$ cat config.mk
export PLATFORM = sky130hd
export DESIGN_NAME = avalon_aes_interface
export DESIGN_NICKNAME = d
export VERILOG_FILES = /design/src/rtl/aes_if_pkg.sv /design/src/rtl/avalon_aes_interface_be_reg32.sv /design/src/rtl/avalon_aes_interface.sv
export SDC_FILE = /design/constraint.sdc
export NUM_CORES = 1
export LEC_CHECK = 0
export ABC_CLOCK_PERIOD_IN_PS = 26000
export CORE_MARGIN = 2
export CORE_UTILIZATION = 44
export DETAILED_ROUTE_END_ITERATION = 12
export PLACE_DENSITY = 0.71
export SYNTH_ARGS = -nofsm -noshare
export SYNTH_HDL_FRONTEND = slang
export SYNTH_SLANG_ARGS = --single-unit
$ cat constraint.sdc
create_clock -name CLK -period 26 [get_ports CLK]
set_input_delay 5.2 -clock CLK [delete_from_list [all_inputs] [get_ports CLK]]
set_output_delay 5.2 -clock CLK [all_outputs]
set_load 0.02 [all_outputs]
$ cat src/rtl/aes_if_pkg.sv
// Shared definitions for the Avalon-MM AES register interface:
// register indices, run-state encoding and control/status bit positions.
package aes_if_pkg;

  localparam logic [3:0] KEY0   = 4'd0;
  localparam logic [3:0] KEY1   = 4'd1;
  localparam logic [3:0] KEY2   = 4'd2;
  localparam logic [3:0] KEY3   = 4'd3;
  localparam logic [3:0] MSG0   = 4'd4;
  localparam logic [3:0] MSG1   = 4'd5;
  localparam logic [3:0] MSG2   = 4'd6;
  localparam logic [3:0] MSG3   = 4'd7;
  localparam logic [3:0] DEC0   = 4'd8;
  localparam logic [3:0] DEC1   = 4'd9;
  localparam logic [3:0] DEC2   = 4'd10;
  localparam logic [3:0] DEC3   = 4'd11;
  localparam logic [3:0] SCR0   = 4'd12;
  localparam logic [3:0] SCR1   = 4'd13;
  localparam logic [3:0] CTRL   = 4'd14;
  localparam logic [3:0] STATUS = 4'd15;

  localparam int unsigned START_BIT = 0;
  localparam int unsigned DONE_BIT  = 0;

  typedef enum logic [1:0] {
    ST_IDLE,
    ST_RUN,
    ST_HOLD
  } run_state_e;

endpackage

$ cat src/rtl/avalon_aes_interface_be_reg32.sv
// be_reg32: 32-bit register with per-byte write enables and asynchronous
// active-high reset.
module be_reg32 (
  input  logic        clk,
  input  logic        rst,
  input  logic        we,
  input  logic [3:0]  be,
  input  logic [31:0] d,
  output logic [31:0] q
);

  logic [31:0] q_q, q_d;

  always_comb begin
    q_d = q_q;
    if (we) begin
      for (int unsigned n = 0; n < 4; n++) begin
        if (be[n]) q_d[8*n +: 8] = d[8*n +: 8];
      end
    end
  end

  always_ff @(posedge clk or posedge rst) begin
    if (rst) q_q <= '0;
    else     q_q <= q_d;
  end

  assign q = q_q;

endmodule

$ cat src/rtl/avalon_aes_interface.sv
// Avalon-MM register front end for an AES decrypt core (16 x 32-bit words).
// Optional feature: define AES_IRQ_EN to add the IRQ output (done interrupt).
module avalon_aes_interface
  import aes_if_pkg::*;
(
  input  logic         CLK,
  input  logic         RESET,
  input  logic         AVL_CS,
  input  logic         AVL_READ,
  input  logic         AVL_WRITE,
  input  logic [3:0]   AVL_ADDR,
  input  logic [3:0]   AVL_BYTE_EN,
  input  logic [31:0]  AVL_WRITEDATA,
  output logic [31:0]  AVL_READDATA,
  output logic         AES_START,
  input  logic         AES_DONE,
  output logic [127:0] AES_KEY,
  output logic [127:0] AES_MSG_ENC,
  input  logic [127:0] AES_MSG_DEC,
  output logic [31:0]  EXPORT_DATA
`ifdef AES_IRQ_EN
  ,
  output logic         IRQ
`endif
);

  logic [31:0] r [16];
  run_state_e  state_q, state_d;
  logic        done_q, done_d;
  logic [31:0] rdata_q, rdata_d;
  logic        bus_wr, ctrl_wr, start_cur, start_next, capture;
  logic [31:0] ctrl_wdata, status_word;

  assign bus_wr     = AVL_CS & AVL_WRITE;
  assign ctrl_wr    = bus_wr && (AVL_ADDR == CTRL) && AVL_BYTE_EN[0];
  assign start_cur  = r[CTRL][START_BIT];
  // The FSM looks at the value R14 is about to take so a START write is seen on its own edge.
  assign start_next = ctrl_wr ? AVL_WRITEDATA[START_BIT] : start_cur;

  for (genvar i = 0; i < 14; i++) begin : g_reg
    localparam logic [3:0] IDX      = 4'(i);
    localparam bit         LOCKABLE = (IDX <= MSG3);
    logic        we;
    logic [3:0]  be;
    logic [31:0] d;
    logic [31:0] q;

    if (IDX >= DEC0 && IDX <= DEC3) begin : g_dec
      assign we = capture;
      assign be = '1;
      assign d  = AES_MSG_DEC[32*(11-i) +: 32];
    end else begin : g_bus
      assign we = bus_wr && (AVL_ADDR == IDX) && !(LOCKABLE && start_cur);
      assign be = AVL_BYTE_EN;
      assign d  = AVL_WRITEDATA;
    end

    be_reg32 u_reg (.clk(CLK), .rst(RESET), .we(we), .be(be), .d(d), .q(q));
    assign r[i] = q;
  end

  always_comb begin
    ctrl_wdata            = '0;
    ctrl_wdata[START_BIT] = AVL_WRITEDATA[START_BIT];
    status_word           = '0;
    status_word[DONE_BIT] = done_q;
  end

  // Only the START lane is ever enabled, so R14[31:1] stays zero.
  be_reg32 u_ctrl (
    .clk(CLK), .rst(RESET), .we(ctrl_wr), .be(4'b0001),
    .d(ctrl_wdata), .q(r[CTRL])
  );
  assign r[STATUS] = status_word;

  always_comb begin
    state_d = state_q;
    done_d  = done_q;
    capture = 1'b0;
    case (state_q)
      ST_IDLE: begin
        if (start_next) begin
          state_d = ST_RUN;
          done_d  = 1'b0;
        end
      end
      ST_RUN: begin
        if (AES_DONE) begin
          capture = 1'b1;
          state_d = ST_HOLD;
          done_d  = 1'b1;
        end else if (!start_next) begin
          state_d = ST_IDLE;
        end
      end
      ST_HOLD: begin
        if (!start_next) state_d = ST_IDLE;
      end
      default: state_d = ST_IDLE;
    endcase
  end

  always_comb begin
    rdata_d = rdata_q;
    if (AVL_CS && AVL_READ) rdata_d = r[AVL_ADDR];
  end

  always_ff @(posedge CLK or posedge RESET) begin
    if (RESET) begin
      state_q <= ST_IDLE;
      done_q  <= 1'b0;
      rdata_q <= '0;
    end else begin
      state_q <= state_d;
      done_q  <= done_d;
      rdata_q <= rdata_d;
    end
  end

`ifdef AES_IRQ_EN
  logic irq_q, irq_d;

  always_comb begin
    irq_d = irq_q;
    if (bus_wr && (AVL_ADDR == STATUS)) irq_d = 1'b0;
    if (capture) irq_d = 1'b1;
  end

  always_ff @(posedge CLK or posedge RESET) begin
    if (RESET) irq_q <= 1'b0;
    else       irq_q <= irq_d;
  end

  assign IRQ = irq_q;
`endif

  assign AVL_READDATA = rdata_q;
  assign AES_START    = start_cur;
  assign AES_KEY      = {r[KEY0], r[KEY1], r[KEY2], r[KEY3]};
  assign AES_MSG_ENC  = {r[MSG0], r[MSG1], r[MSG2], r[MSG3]};
  assign EXPORT_DATA  = {r[DEC0][31:16], r[DEC3][15:0]};

endmodule

==> results.toml <==
[floorplan]
std_cell_rows = 81
fp.coreArea_sq_um = 49000
start_util = 0.446
die_h_um = 227
dieWidth_um = 227
fp.dieArea_sq_um = 51500
ios = 495

[critical_path]
cp-start-kind = "input pin"
crit_slowest_cell = "clkdlybuf4s50_1"
critPathKind = "in2reg"
required_ns = 26.48
path_cells = "clkdlybuf4s50_1 -> nor2b_4 -> buf_4 -> and3b_1 -> nand2_1 -> mux2_2"
worst-path-max-fanout = 35
critPathMaxStageDelay_ns = 0.86
endpoint_kind = "register"
arrival_ns = 8.00

[layout]
final_common_cell = "clkdlybuf4s50_1"
stdcell_count = 2608
nets = 2075
drive_gt1_frac = 0.325
multi_input_area_sq_um = 9010
finalInstanceArea_sq_um = 28700
layout_common_cells = "clkdlybuf4s50_1 (491), dfrtp_1 (484), mux2_2 (414)"
final-seq-area_sq_um = 12100
fillers = 3913
area_growth_pct = 31.2

[pwr]
p_seq_frac = 0.431
clkPwrFrac = 0.293
internal-power_uw = 1700
switching_share = 0.306
p_leak_uw = 0.0127
power.switching_uw = 747
p_per_area_nw_per_um2 = 85.2
pwr-share-comb = 0.276
ir_worst_vdd_mv = 0.0740

[route]
route.detailed.drc = 0
viasPerCell = 5.61
vias = 14633
drt_iter0_drc = 1021
wl_mm = 71.8
wl_per_cell_um = 27.5
dr.pass1.iters = 4
final_antenna_net_count = 0

[clock_network]
cts_num_sinks = 484
cts_tree = "yes"
path_clk_slew_ns = 0.06
clk_latency_ns = 0.61
htree_num_levels = 2
cts_resized = 0
post_cts_buffers = 0
clockBufferDepth = 3
cts_hold_buffers = 0
numCtsBuffers = 52
cts-root-buf = "clkbuf_16"

[synthesis]
synth_xor_area_frac = 0
yosys.area_share.simple = 0.0273
synth_cell_type_count = 36
synth_cells = 1480
synth_mux_area_frac = 0.349
synth_warnings = 0
synth_fa_ha_area_frac = 0
syn-num-nets = 1654
synth.yosys.seq_area_share = 0.554
syn_avg_cell_area_sq_um = 14.8
synth.ff_latch_count = 484
synth_top_family_by_area = "multiplexers"
synth-compound-area-share = 0.0348
netlist_area_sq_um = 21800

[sta]
rsz0062_at_grt = "no"
slew_viol_final = 0
clock_skew_ns = 0.0209
worst_slew_pin_slew_ns = 1.14
relSlewSlack = 0.236
max_freq_mhz = 133
layout_min_cycle_time_ns = 7.52
finalSetupTns_ns = 0
setup_viol = 0
finalCritPeriodShare = 0.289
hold_violations = 0

[global_route]
grt_max_degree = 179
grt_usage = 0.279
use_met3 = 0.0921
grt_pass1_vias = 15501
use_met1 = 0.339
grt_pass1_wl_mm = 104
met2_usage = 0.460
antenna_found_initial = 6
grt_remaining_overflow = 0
grt.busiest_layer = "met2"

[placement]
dp_cells = 2511
gp_congestion = 0.851
placed_area_sq_um = 27000
dp_hpwl_mm = 51.4
portBuffers = 494

[outcome]
status = "completed"

[flow_run]
max_cap_viol_count = 0

[hold_path]
hp-class = "reg2reg"
final timing paths:
check,from,to,slack [ns],depth (start not counted)
setup / recovery,AVL_ADDR[2],g_reg[5].u_reg.q[7],18.48,6
max in group asynchronous,RESET,g_reg[8].u_reg.q[15],18.59,4
hold reg to reg,state_q[1],state_q[0],0.47,1
setup reg to reg,state_q[1],g_reg[9].u_reg.q[3],23.29,4
min in group asynchronous,RESET,g_reg[0].u_reg.q[18],5.11,2
hold / removal,state_q[1],state_q[0],0.47,1
sequential cells by signal, indices dropped and copies added (netlist names):
signal / cells
done_q: 1
u_ctrl.q: 1
g.u_reg.q: 448
AVL_READDATA: 32
state_q: 2
cells in the mapped netlist, drive strengths merged:
master	instances	area [sq um]
dfrtp	484	12100
mux2	449	5180
buf	110	624
mux2i	76	761
mux4	75	1690
nand2	63	277
a21oi	41	205
nor2	34	128
clkbuf	31	120
o21ai	31	155
a211oi	23	173
o22ai	22	138
a22oi	10	75.1
and2	5	31.3
and3b	4	35.0
inv	3	11.3
nand3	3	15.0
nor2b	3	18.8
and3	2	12.5
and4	2	17.5
and4b	2	20.0
nand3b	2	15.0
a31oi	1	6.26
and4bb	1	12.5
nor3	1	5.00
o31ai	1	7.51
or3b	1	8.76
power by group through the flow:
stage | registers, uW | logic (uW) | clock network (uW)
4_1_cts | 1050 | 682 | 730
2_1_floorplan | 1100 | 344 | 0
6_report | 1050 | 674 | 716
3_3_place_gp | 1060 | 670 | 0
5_1_grt | 1070 | 712 | 762
3_5_place_dp | 1060 | 679 | 0
worst max-delay path: cells and delay by family:
kind | cells | cell delay, ns
muxes | 1 | 0.45
buffers and inverters | 2 | 1.34
and+or+nand+nor | 3 | 0.99
logic make-up (layout without fill, tap and decap cells):
kind of cell	after synthesis	count (layout)
buffers and inverters	144	605
other	0	3
multiplexers	600	600
flip-flops	484	484
AND/OR/NAND/NOR	123	123
AO/OA/AOI/OAI	129	129
final cells by class:
class,instances,area share
sequential,484,0.423
timing repair buffer,508,0.177
multi-input combinational,852,0.314
inverter,3,0.000655
clock inverter,17,0.00419
antenna,3,0.000262
clock buffer,77,0.0522
tap,664,0.0290
metrics by stage:
stage,setup slack (ns),hold WS [ns],utilization,power [uW]
2_1_floorplan,7.29,0.427,-,1440
3_3_place_gp,17.93,0.442,0.552,1730
3_5_place_dp,17.87,0.460,0.552,1740
4_1_cts,18.53,0.467,0.585,2460
5_1_grt,18.20,0.490,0.585,2550
6_report,18.48,0.473,0.585,2440
per-layer routing:
| layer | part of all wire | vias to the layer above |
|---|---|---|
| li1 | - | 6230 |
| met1 | 0.38 | 7691 |
| met2 | 0.49 | 581 |
| met3 | 0.088 | 123 |
| met4 | 0.037 | 8 |
| met5 | 0.00068 | - |
No activity file was read; power rests on OpenSTA's default activity.
